===== src/rtl/button_event_if.sv =====
// Button event decoder signal bundle: button level and enable in, event pulses and held level out.
interface button_event_if;
    logic ButtonEvent_Button_In;
    logic ButtonEvent_Enable;
    logic ButtonEvent_Press_Pulse;
    logic ButtonEvent_Release_Pulse;
    logic ButtonEvent_Short_Pulse;
    logic ButtonEvent_Double_Pulse;
    logic ButtonEvent_Long_Pulse;
    logic ButtonEvent_Repeat_Pulse;
    logic ButtonEvent_Held;

    modport master (
        output ButtonEvent_Button_In,
        output ButtonEvent_Enable,
        input  ButtonEvent_Press_Pulse,
        input  ButtonEvent_Release_Pulse,
        input  ButtonEvent_Short_Pulse,
        input  ButtonEvent_Double_Pulse,
        input  ButtonEvent_Long_Pulse,
        input  ButtonEvent_Repeat_Pulse,
        input  ButtonEvent_Held
    );

    modport slave (
        input  ButtonEvent_Button_In,
        input  ButtonEvent_Enable,
        output ButtonEvent_Press_Pulse,
        output ButtonEvent_Release_Pulse,
        output ButtonEvent_Short_Pulse,
        output ButtonEvent_Double_Pulse,
        output ButtonEvent_Long_Pulse,
        output ButtonEvent_Repeat_Pulse,
        output ButtonEvent_Held
    );
endinterface


===== src/rtl/button_event_decoder.sv =====
// Decodes a debounced button level into press/release/short/double/long/repeat events
// using a millisecond time base derived from the system clock.
module button_event_decoder #(
    parameter int unsigned TICK_DIV = 50000,
    parameter int unsigned LONG_MS  = 800,
    parameter int unsigned DBL_MS   = 250,
    parameter int unsigned REP_MS   = 100
) (
    input logic           ButtonEvent_CLOCK_50,
    input logic           ButtonEvent_Reset_InLow,
    button_event_if.slave evt
);

    localparam int unsigned MaxA   = (TICK_DIV > LONG_MS) ? TICK_DIV : LONG_MS;
    localparam int unsigned MaxB   = (DBL_MS > REP_MS) ? DBL_MS : REP_MS;
    localparam int unsigned MaxAll = (MaxA > MaxB) ? MaxA : MaxB;
    localparam int unsigned CW     = $clog2(MaxAll) + 1;

    // Thresholds fire on the tick that moves the ms counter onto the limit.
    localparam logic [CW-1:0] TickLast = CW'(TICK_DIV - 1);
    localparam logic [CW-1:0] LongLast = CW'(LONG_MS - 1);
    localparam logic [CW-1:0] DblLast  = CW'(DBL_MS - 1);
    localparam logic [CW-1:0] RepLast  = CW'(REP_MS - 1);

    typedef enum logic [2:0] {StIdle, StPress1, StWait2, StPress2, StLong} state_e;

    state_e        state_q, state_d;
    logic          prev_q;
    logic [CW-1:0] presc_q, presc_d;
    logic [CW-1:0] ms_q, ms_d;
    logic          press_q, press_d;
    logic          rel_q, rel_d;
    logic          single_q, single_d;
    logic          dbl_q, dbl_d;
    logic          long_q, long_d;
    logic          rep_q, rep_d;
    logic          held_q, held_d;

    logic rise, fall, tick, clr;

    assign rise = evt.ButtonEvent_Button_In & ~prev_q;
    assign fall = ~evt.ButtonEvent_Button_In & prev_q;
    assign tick = (presc_q == TickLast);

    always_comb begin
        state_d  = state_q;
        clr      = 1'b0;
        press_d  = 1'b0;
        rel_d    = 1'b0;
        single_d = 1'b0;
        dbl_d    = 1'b0;
        long_d   = 1'b0;
        rep_d    = 1'b0;
        if (!evt.ButtonEvent_Enable) begin
            state_d = StIdle;
            clr     = 1'b1;
        end else begin
            case (state_q)
                StIdle: begin
                    if (rise) begin
                        state_d = StPress1;
                        press_d = 1'b1;
                        clr     = 1'b1;
                    end
                end
                StPress1: begin
                    if (fall) begin
                        state_d = StWait2;
                        rel_d   = 1'b1;
                        clr     = 1'b1;
                    end else if (tick && ms_q == LongLast) begin
                        state_d = StLong;
                        long_d  = 1'b1;
                        clr     = 1'b1;
                    end
                end
                StWait2: begin
                    if (rise) begin
                        state_d = StPress2;
                        press_d = 1'b1;
                        dbl_d   = 1'b1;
                        clr     = 1'b1;
                    end else if (tick && ms_q == DblLast) begin
                        state_d  = StIdle;
                        single_d = 1'b1;
                        clr      = 1'b1;
                    end
                end
                StPress2: begin
                    if (fall) begin
                        state_d = StIdle;
                        rel_d   = 1'b1;
                        clr     = 1'b1;
                    end
                end
                StLong: begin
                    if (fall) begin
                        state_d = StIdle;
                        rel_d   = 1'b1;
                        clr     = 1'b1;
                    end else if (tick && ms_q == RepLast) begin
                        rep_d = 1'b1;
                        clr   = 1'b1;
                    end
                end
                default: begin
                    state_d = StIdle;
                    clr     = 1'b1;
                end
            endcase
        end

        if (clr) begin
            presc_d = '0;
            ms_d    = '0;
        end else begin
            presc_d = tick ? '0 : presc_q + 1'b1;
            ms_d    = (tick && ms_q != '1) ? ms_q + 1'b1 : ms_q;
        end
        held_d = (state_d == StLong);
    end

    // prev resets high so a button held through reset is not seen as a fresh press.
    always_ff @(posedge ButtonEvent_CLOCK_50 or negedge ButtonEvent_Reset_InLow) begin
        if (!ButtonEvent_Reset_InLow) begin
            state_q  <= StIdle;
            prev_q   <= 1'b1;
            presc_q  <= '0;
            ms_q     <= '0;
            press_q  <= 1'b0;
            rel_q    <= 1'b0;
            single_q <= 1'b0;
            dbl_q    <= 1'b0;
            long_q   <= 1'b0;
            rep_q    <= 1'b0;
            held_q   <= 1'b0;
        end else begin
            state_q  <= state_d;
            prev_q   <= evt.ButtonEvent_Button_In;
            presc_q  <= presc_d;
            ms_q     <= ms_d;
            press_q  <= press_d;
            rel_q    <= rel_d;
            single_q <= single_d;
            dbl_q    <= dbl_d;
            long_q   <= long_d;
            rep_q    <= rep_d;
            held_q   <= held_d;
        end
    end

    assign evt.ButtonEvent_Press_Pulse   = press_q;
    assign evt.ButtonEvent_Release_Pulse = rel_q;
    assign evt.ButtonEvent_Short_Pulse   = single_q;
    assign evt.ButtonEvent_Double_Pulse  = dbl_q;
    assign evt.ButtonEvent_Long_Pulse    = long_q;
    assign evt.ButtonEvent_Repeat_Pulse  = rep_q;
    assign evt.ButtonEvent_Held          = held_q;

endmodule


===== src/flat_wrapper.sv =====
// flat-port wrapper written by rule: the top's interface ports become plain ports
module button_event_decoder_flat 
#(
    parameter int unsigned TICK_DIV = 50000,
    parameter int unsigned LONG_MS  = 800,
    parameter int unsigned DBL_MS   = 250,
    parameter int unsigned REP_MS   = 100
)
  (ButtonEvent_CLOCK_50, ButtonEvent_Reset_InLow, evt_ButtonEvent_Button_In, evt_ButtonEvent_Enable, evt_ButtonEvent_Press_Pulse, evt_ButtonEvent_Release_Pulse, evt_ButtonEvent_Short_Pulse, evt_ButtonEvent_Double_Pulse, evt_ButtonEvent_Long_Pulse, evt_ButtonEvent_Repeat_Pulse, evt_ButtonEvent_Held);
  button_event_if evt_i ();
  input logic ButtonEvent_CLOCK_50;
  input logic ButtonEvent_Reset_InLow;
  input wire logic [$bits(evt_i.ButtonEvent_Button_In)-1:0] evt_ButtonEvent_Button_In;
  input wire logic [$bits(evt_i.ButtonEvent_Enable)-1:0] evt_ButtonEvent_Enable;
  output wire logic [$bits(evt_i.ButtonEvent_Press_Pulse)-1:0] evt_ButtonEvent_Press_Pulse;
  output wire logic [$bits(evt_i.ButtonEvent_Release_Pulse)-1:0] evt_ButtonEvent_Release_Pulse;
  output wire logic [$bits(evt_i.ButtonEvent_Short_Pulse)-1:0] evt_ButtonEvent_Short_Pulse;
  output wire logic [$bits(evt_i.ButtonEvent_Double_Pulse)-1:0] evt_ButtonEvent_Double_Pulse;
  output wire logic [$bits(evt_i.ButtonEvent_Long_Pulse)-1:0] evt_ButtonEvent_Long_Pulse;
  output wire logic [$bits(evt_i.ButtonEvent_Repeat_Pulse)-1:0] evt_ButtonEvent_Repeat_Pulse;
  output wire logic [$bits(evt_i.ButtonEvent_Held)-1:0] evt_ButtonEvent_Held;
  assign evt_i.ButtonEvent_Button_In = evt_ButtonEvent_Button_In;
  assign evt_i.ButtonEvent_Enable = evt_ButtonEvent_Enable;
  assign evt_ButtonEvent_Press_Pulse = evt_i.ButtonEvent_Press_Pulse;
  assign evt_ButtonEvent_Release_Pulse = evt_i.ButtonEvent_Release_Pulse;
  assign evt_ButtonEvent_Short_Pulse = evt_i.ButtonEvent_Short_Pulse;
  assign evt_ButtonEvent_Double_Pulse = evt_i.ButtonEvent_Double_Pulse;
  assign evt_ButtonEvent_Long_Pulse = evt_i.ButtonEvent_Long_Pulse;
  assign evt_ButtonEvent_Repeat_Pulse = evt_i.ButtonEvent_Repeat_Pulse;
  assign evt_ButtonEvent_Held = evt_i.ButtonEvent_Held;
  button_event_decoder #(.TICK_DIV(TICK_DIV), .LONG_MS(LONG_MS), .DBL_MS(DBL_MS), .REP_MS(REP_MS)) u_core (.ButtonEvent_CLOCK_50(ButtonEvent_CLOCK_50), .ButtonEvent_Reset_InLow(ButtonEvent_Reset_InLow), .evt(evt_i));
endmodule

===== config.mk =====
export PLATFORM = sky130hd
export DESIGN_NAME = button_event_decoder_flat
export DESIGN_NICKNAME = d
export VERILOG_FILES = /design/src/rtl/button_event_if.sv /design/src/rtl/button_event_decoder.sv /design/src/flat_wrapper.sv
export SDC_FILE = /design/constraint.sdc
export NUM_CORES = 1
export LEC_CHECK = 0
export ABC_AREA = 1
export CAP_MARGIN = 10
export CORE_ASPECT_RATIO = 1.1
export CORE_MARGIN = 4
export CORE_UTILIZATION = 30
export CTS_CLUSTER_SIZE = 8
export DETAILED_ROUTE_END_ITERATION = 12
export SYNTH_ARGS = -nofsm -noshare
export SYNTH_HDL_FRONTEND = slang
export SYNTH_SLANG_ARGS = --single-unit

===== constraint.sdc =====
create_clock -name ButtonEvent_CLOCK_50 -period 2.35 [get_ports ButtonEvent_CLOCK_50]
set_input_delay 0.3525 -clock ButtonEvent_CLOCK_50 [delete_from_list [all_inputs] [get_ports ButtonEvent_CLOCK_50]]
set_output_delay 0.3525 -clock ButtonEvent_CLOCK_50 [all_outputs]
set_load 0.02 [all_outputs]

==> results.py, run 1 <==
metrics = {
    "floorplan": {
        "rows": 37,
        "die_w_um": 101,
        "core_area_mm2": 0.00931,
        "num_io_pins": 11,
        "die_area_mm2": 0.0111,
        "initial_core_util_pct": 30.6,
        "die_h_um": 110,
    },
    "sta": {
        "period_needed_ps": 2130,
        "timing.fmax_mhz": 470,
        "final.setup.tns_ps": 0,
        "worst_hold_slack_ps": 10.8,
        "hold_viol": 0,
        "grt_setup_unrepaired": "yes",
        "finalCritPeriodShare_pct": 90.5,
        "final-setup-viol-count": 0,
        "clock_skew_ps": 6.17,
        "slew_headroom_pct": 65.1,
        "drv_slew": 0,
        "tightestPinTransition_ps": 524,
    },
    "synth": {
        "avgSynthCellArea_um2": 7.19,
        "syn_area_mm2": 0.00285,
        "seq_area_frac_synth_pct": 39.6,
        "postSynthCellCount": 396,
        "yosys_warnings": 0,
        "synthTopCellsByArea": "dfrtp_1 39%, nand2_1 11%, nor2_1 11%",
        "yosys.area.top_type": "dfrtp_1",
        "yosysUniqueCellTypes": 28,
        "synth_top_area_share_pct": 38.7,
        "synth_fp_nets": 404,
        "ys_ff_latch": 45,
    },
    "cells_and_area": {
        "final_common_cell": "nand2_1",
        "finalNonFillerCells": 529,
        "fin_nets": 419,
        "diodes": 0,
        "mostFrequentLayoutCells": "85 x nand2_1, 84 x nor2_1, 49 x inv_1",
        "fin_area_mm2": 0.00318,
        "multi_input_area_mm2": 0.00146,
        "regArea_mm2": 0.00113,
        "n_fill_cell": 956,
        "syn2layout_area_growth_pct": 11.9,
        "drive_above_1_share_pct": 11.7,
    },
    "setup_path": {
        "crit_path_end_kind": "flip-flop",
        "crit_fanout": 9,
        "critPathSlowestCell": "dfrtp_2",
        "cp-startpoint": "u_core.ms_q[0]$_DFFE_PN0P_",
        "critical_path_class": "flip-flop to flip-flop",
        "critPathBufInv": 2,
        "r2r-end": "u_core.ms_q[9]$_DFFE_PN0P_",
        "path_cells": "ha_1, nand3_1, nor3_1, nand3_1, nor3_1, ha_2, inv_1, nand4_4, buf_4, o21bai_1, nand2_1, nor2_1",
        "cp_top_family": "simple AND/OR/NAND/NOR gates",
        "crit_arrival_ps": 2330,
        "crit-reg2reg-launch": "u_core.ms_q[0]$_DFFE_PN0P_",
        "worstSetupEndpoint": "u_core.ms_q[9]$_DFFE_PN0P_",
        "start_kind": "flip-flop",
        "critical_path.max_stage_delay_ps": 430,
        "reg2reg_depth": 12,
        "worstPathRequired_ps": 2550,
        "cp.depth": 12,
        "reg2reg_slack_ps": 220,
    },
    "global_routing": {
        "grt_max_degree": 35,
        "use_met2_pct": 20.6,
        "grt_pass1_vias": 2420,
        "grtUsageTotal_pct": 12.2,
        "overflow": 0,
        "use_met1_pct": 15.6,
        "grtUsageMet3_pct": 1.89,
        "grt_pass1_wl_um": 11000,
        "globalRoute.busiestLayer": "met2",
        "antenna_found_initial": 0,
    },
    "power_and_ir_drop": {
        "combinationalPowerShare_pct": 5.8,
        "ir_drop_uv": 169,
        "p_sw_uw": 354,
        "power_frac_seq_pct": 57.4,
        "p_int_mw": 1.02,
        "clockPowerShare_pct": 36.7,
        "power_density_mw_per_mm2": 431,
        "p_leak_nw": 1.27,
        "swShare_pct": 25.8,
    },
    "run": {
        "maxCapViolCount": 0,
    },
    "routing": {
        "via_per_inst": 4.74,
        "wl_per_cell_um": 11.6,
        "drc": 0,
        "drtIter0Drc": 209,
        "antenna_left": 0,
        "vias": 2509,
        "routed_wl_um": 6130,
        "dr.pass1.iters": 4,
    },
    "clock_network": {
        "cts_buffers": 5,
        "clk_pin_slew_ps": 90,
        "cts_tree": "built",
        "clock_latency_ps": 310,
        "cts_root_buf": "clkbuf_8",
        "cts_buffer_depth": 2,
        "cts_hold_buf": 0,
        "cts.sinks": 45,
        "h-tree-depth": 2,
    },
    "hold_path": {
        "min_path_type": "primary input to asynchronous set/reset pin",
    },
    "placed_design": {
        "port_buffers": 10,
        "dp_hpwl_um": 4420,
        "place_area_mm2": 0.00306,
        "routabilityCongestion": 0.913,
        "place_inst": 518,
    },
    "run_status": {
        "outcome": "finished, final reports clean",
    },
}
-- metrics by stage --
stage	setup WS [ps]	power, mW	util (%)
after CTS	93.8	1.40	33.9
final	222	1.37	34.2
after detailed placement	142	0.887	32.9
after floorplan	367	0.851	-
after global routing	13.1	1.44	34.2
after global placement	281	0.886	32.9
-- flip-flops by register name, indices dropped and copies added, names as in the netlist --
| name | count |
|---|---|
| u_core.evt.ButtonEvent_Repeat_Pulse | 1 |
| u_core.evt.ButtonEvent_Release_Pulse | 1 |
| u_core.evt.ButtonEvent_Double_Pulse | 1 |
| u_core.state_q | 3 |
| u_core.prev_q | 1 |
| u_core.evt.ButtonEvent_Long_Pulse | 1 |
| u_core.evt.ButtonEvent_Short_Pulse | 1 |
| u_core.evt.ButtonEvent_Held | 1 |
| u_core.ms_q | 17 |
| u_core.presc_q | 17 |
| u_core.evt.ButtonEvent_Press_Pulse | 1 |
-- cell usage after synthesis (all sizes together) --
master	number
nand2	86
nor4	2
nand3	41
dfrtp	44
o21bai	3
nand4	10
inv	51
dfstp	1
nor3	17
and2	1
ha	4
a21oi	8
nor2	102
clkinv	1
xnor2	1
buf	8
xor2	10
o21ai	6
-- timing repair --
action | in CTS | in global routing
buffers inserted | 0 | 2
resized for setup | 0 | 3
setup endpoints to repair | 0 | 11
-- per-layer routing --
metal	vias to the layer above	part of all wire, %
met3	6	4.4
met4	0	1.4
met2	61	49
met1	1166	46
li1	1276	-
met5	-	0
-- worst min path at each step --
stage,slack (ps),startpoint,endpoint,depth (start not counted)
global route,50,ButtonEvent_Reset_InLow,u_core.state_q[1]$_DFF_PN0_,1
finish,10,ButtonEvent_Reset_InLow,u_core.state_q[1]$_DFF_PN0_,1
CTS,30,ButtonEvent_Reset_InLow,u_core.state_q[1]$_DFF_PN0_,1
floorplan,60,ButtonEvent_Reset_InLow,u_core.evt.ButtonEvent_Double_Pulse$_DFF_PN0_,0
detailed placement,360,ButtonEvent_Reset_InLow,u_core.state_q[1]$_DFF_PN0_,1
global placement,360,ButtonEvent_Reset_InLow,u_core.state_q[1]$_DFF_PN0_,1
-- worst reg2reg max path: stages, from the launching register on --
cell and delay [ps]:
dfrtp_2 430, ha_1 240, nand3_1 120, nor3_1 150
nand3_1 90, nor3_1 180, ha_2 270, inv_1 120
nand4_4 150, buf_4 140, o21bai_1 50, nand2_1 60
nor2_1 40
-- final cells by class --
cell class                 instances  share of cell area, %
multi-input combinational        292                   45.9
sequential                        45                   35.5
inverter                          52                   6.29
timing repair buffer              15                   4.95
tap                              117                   4.60
clock buffer                       5                   2.16
clock inverter                     3                  0.668
-- power groups by stage --
stage	Clock, mW	Sequential, mW	Combinational [mW]
final	0.504	0.788	0.0802
after global routing	0.556	0.790	0.0931
after CTS	0.526	0.788	0.0834
after detailed placement	0	0.804	0.0830
after global placement	0	0.804	0.0827
after floorplan	0	0.804	0.0466
-- cells by family after synthesis --
group	share of synthesized area [%]
XOR/XNOR	3.38
AND/OR/NAND/NOR	42.4
flip-flops	39.6
buffers and inverters	9.63
adder cells (fa/ha/maj)	1.76
AO/OA/AOI/OAI	3.25
(Power assumes the default switching activity.)
==> inputs of run 2 (changes only) <==
--- a/config.mk
+++ b/config.mk
@@ -8,7 +8,7 @@
 export ABC_AREA = 1
 export CAP_MARGIN = 10
 export CORE_ASPECT_RATIO = 1.1
-export CORE_MARGIN = 4
+export CORE_MARGIN = 3
 export CORE_UTILIZATION = 30
 export CTS_CLUSTER_SIZE = 8
 export DETAILED_ROUTE_END_ITERATION = 12
==> results.py, run 2 (synthesis gave the netlist of run 1 again) <==
metrics = {
    "run_status": {
        "outcome": "finished, final reports clean",
    },
    "routing": {
        "drc": 0,
        "drtIter0Drc": 150,
        "antenna_left": 0,
        "routed_wl_um": 5900,
        "wl_per_cell_um": 11.3,
        "vias": 2470,
        "dr.pass1.iters": 4,
        "via_per_inst": 4.72,
    },
    "placed_design": {
        "dp_hpwl_um": 4280,
        "port_buffers": 10,
        "routabilityCongestion": 0.901,
    },
    "clock_network": {
        "cts_buffers": 5,
        "cts_tree": "built",
        "clk_pin_slew_ps": 90,
        "cts_hold_buf": 0,
        "cts_buffer_depth": 2,
        "h-tree-depth": 2,
        "cts_root_buf": "clkbuf_8",
        "cts.sinks": 45,
        "clock_latency_ps": 300,
    },
    "global_routing": {
        "grt_pass1_vias": 2266,
        "overflow": 0,
        "grt_max_degree": 46,
        "grt_pass1_wl_um": 10400,
        "antenna_found_initial": 0,
        "grtUsageTotal_pct": 11.9,
    },
    "floorplan": {
        "die_h_um": 108,
        "initial_core_util_pct": 31.4,
        "die_w_um": 98.9,
        "num_io_pins": 11,
        "die_area_mm2": 0.0107,
        "rows": 36,
        "core_area_mm2": 0.00905,
    },
    "cells_and_area": {
        "reg_top3": "u_core.ms_q (17), u_core.presc_q (17), u_core.state_q (3)",
        "multi_input_area_mm2": 0.00145,
        "mostFrequentLayoutCells": "85 x nand2_1, 84 x nor2_1, 49 x inv_1",
        "regArea_mm2": 0.00113,
        "syn2layout_area_growth_pct": 10.9,
        "n_fill_cell": 929,
        "final_common_cell": "nand2_1",
        "drive_above_1_share_pct": 10.8,
        "diodes": 0,
        "fin_nets": 416,
    },
    "power_and_ir_drop": {
        "p_leak_nw": 1.27,
        "ir_drop_uv": 178,
        "power_density_mw_per_mm2": 458,
    },
    "setup_path": {
        "path_cells": "ha_1, nand3_1, nor3_1, nand3_1, nor3_1, ha_2, inv_1, nand4_4, nand2_1, o21ai_0, inv_1, nor2_1",
        "start_kind": "flip-flop",
        "critical_path_class": "flip-flop to flip-flop",
        "crit_fanout": 18,
        "crit_arrival_ps": 2320,
        "critPathBufInv": 2,
        "worstPathRequired_ps": 2580,
        "critical_path.max_stage_delay_ps": 430,
        "crit_path_end_kind": "flip-flop",
        "critPathSlowestCell": "dfrtp_2",
        "cp_top_family": "simple AND/OR/NAND/NOR gates",
    },
    "sta": {
        "tightestPinTransition_ps": 587,
        "worst_hold_slack_ps": 137,
        "finalCritPeriodShare_pct": 88.9,
        "timing.fmax_mhz": 479,
        "hold_viol": 0,
        "slew_headroom_pct": 60.9,
        "final.setup.tns_ps": 0,
        "period_needed_ps": 2090,
        "clock_skew_ps": 6.85,
        "final-setup-viol-count": 0,
        "grt_setup_unrepaired": "no",
        "drv_slew": 0,
    },
    "run": {
        "maxCapViolCount": 0,
    },
    "hold_path": {
        "min_path_type": "primary input to asynchronous set/reset pin",
    },
}
run 2: area by class of cell:
class	count	area share (%)
Clock buffer	6	2.30
Timing Repair Buffer	13	4.12
Tap cell	114	4.52
Multi-Input combinational cell	291	45.8
Sequential cell	45	35.8
Inverter	52	6.34
Clock inverter	2	1.11
run 2: repair_timing:
item                                    CTS  global route
endpoints found under the setup margin    0            11
buffers inserted                          0             0
gates resized for setup                   0             3
endpoints found under the hold margin     0             0
run 2: power breakdown:
part	internal, mW	switching (mW)
registers	0.782	0.00685
logic	0.0230	0.0549
clock network	0.316	0.263
total	1.12	0.325
run 2: path summary, 6_finish.rpt:
path / cells past startpoint / start / slack (ps) / end
max in group asynchronous: 2 / ButtonEvent_Reset_InLow / 1780 / u_core.ms_q[0]$_DFFE_PN0P_
min in group ButtonEvent_CLOCK_50: 1 / evt_ButtonEvent_Button_In / 510 / u_core.prev_q$_DFF_PN1_
setup / recovery: 12 / u_core.ms_q[0]$_DFFE_PN0P_ / 260 / u_core.ms_q[1]$_DFFE_PN0P_
hold reg to reg: 2 / u_core.state_q[1]$_DFF_PN0_ / 590 / u_core.evt.ButtonEvent_Double_Pulse$_DFF_PN0_
hold / removal: 2 / ButtonEvent_Reset_InLow / 140 / u_core.presc_q[9]$_DFF_PN0_
setup reg to reg: 12 / u_core.ms_q[0]$_DFFE_PN0P_ / 260 / u_core.ms_q[1]$_DFFE_PN0P_
run 2: worst register-to-register path, stage by stage, from the launching register on:
cell and delay [ps]:
dfrtp_2 430, ha_1 230, nand3_1 120, nor3_1 160, nand3_1 90, nor3_1 180
ha_2 260, inv_1 90, nand4_4 180, nand2_1 70, o21ai_0 70, inv_1 60
nor2_1 90
run 2: layer usage:
layer,global-route usage [%],share of wire (%),routed length [um]
met3,1.94,3.9,233
met5,0,0,0
met2,21.1,49,2910
met1,14.5,45,2670
met4,4.39,1.5,90
run 2: per-stage QoR:
| stage | setup WS, ps | utilization [%] | power [mW] | area [um^2] | std cells |
|---|---|---|---|---|---|
| after floorplan | 367 | - | 0.851 | 2850 | 396 |
| after global placement | 281 | 33.6 | 0.884 | 3050 | 515 |
| after detailed placement | 188 | 33.6 | 0.885 | 3050 | 515 |
| after CTS | 168 | 34.8 | 1.47 | 3150 | 523 |
| after global routing | 22.8 | 34.9 | 1.51 | 3160 | 523 |
| final | 261 | 34.9 | 1.45 | 3160 | 523 |
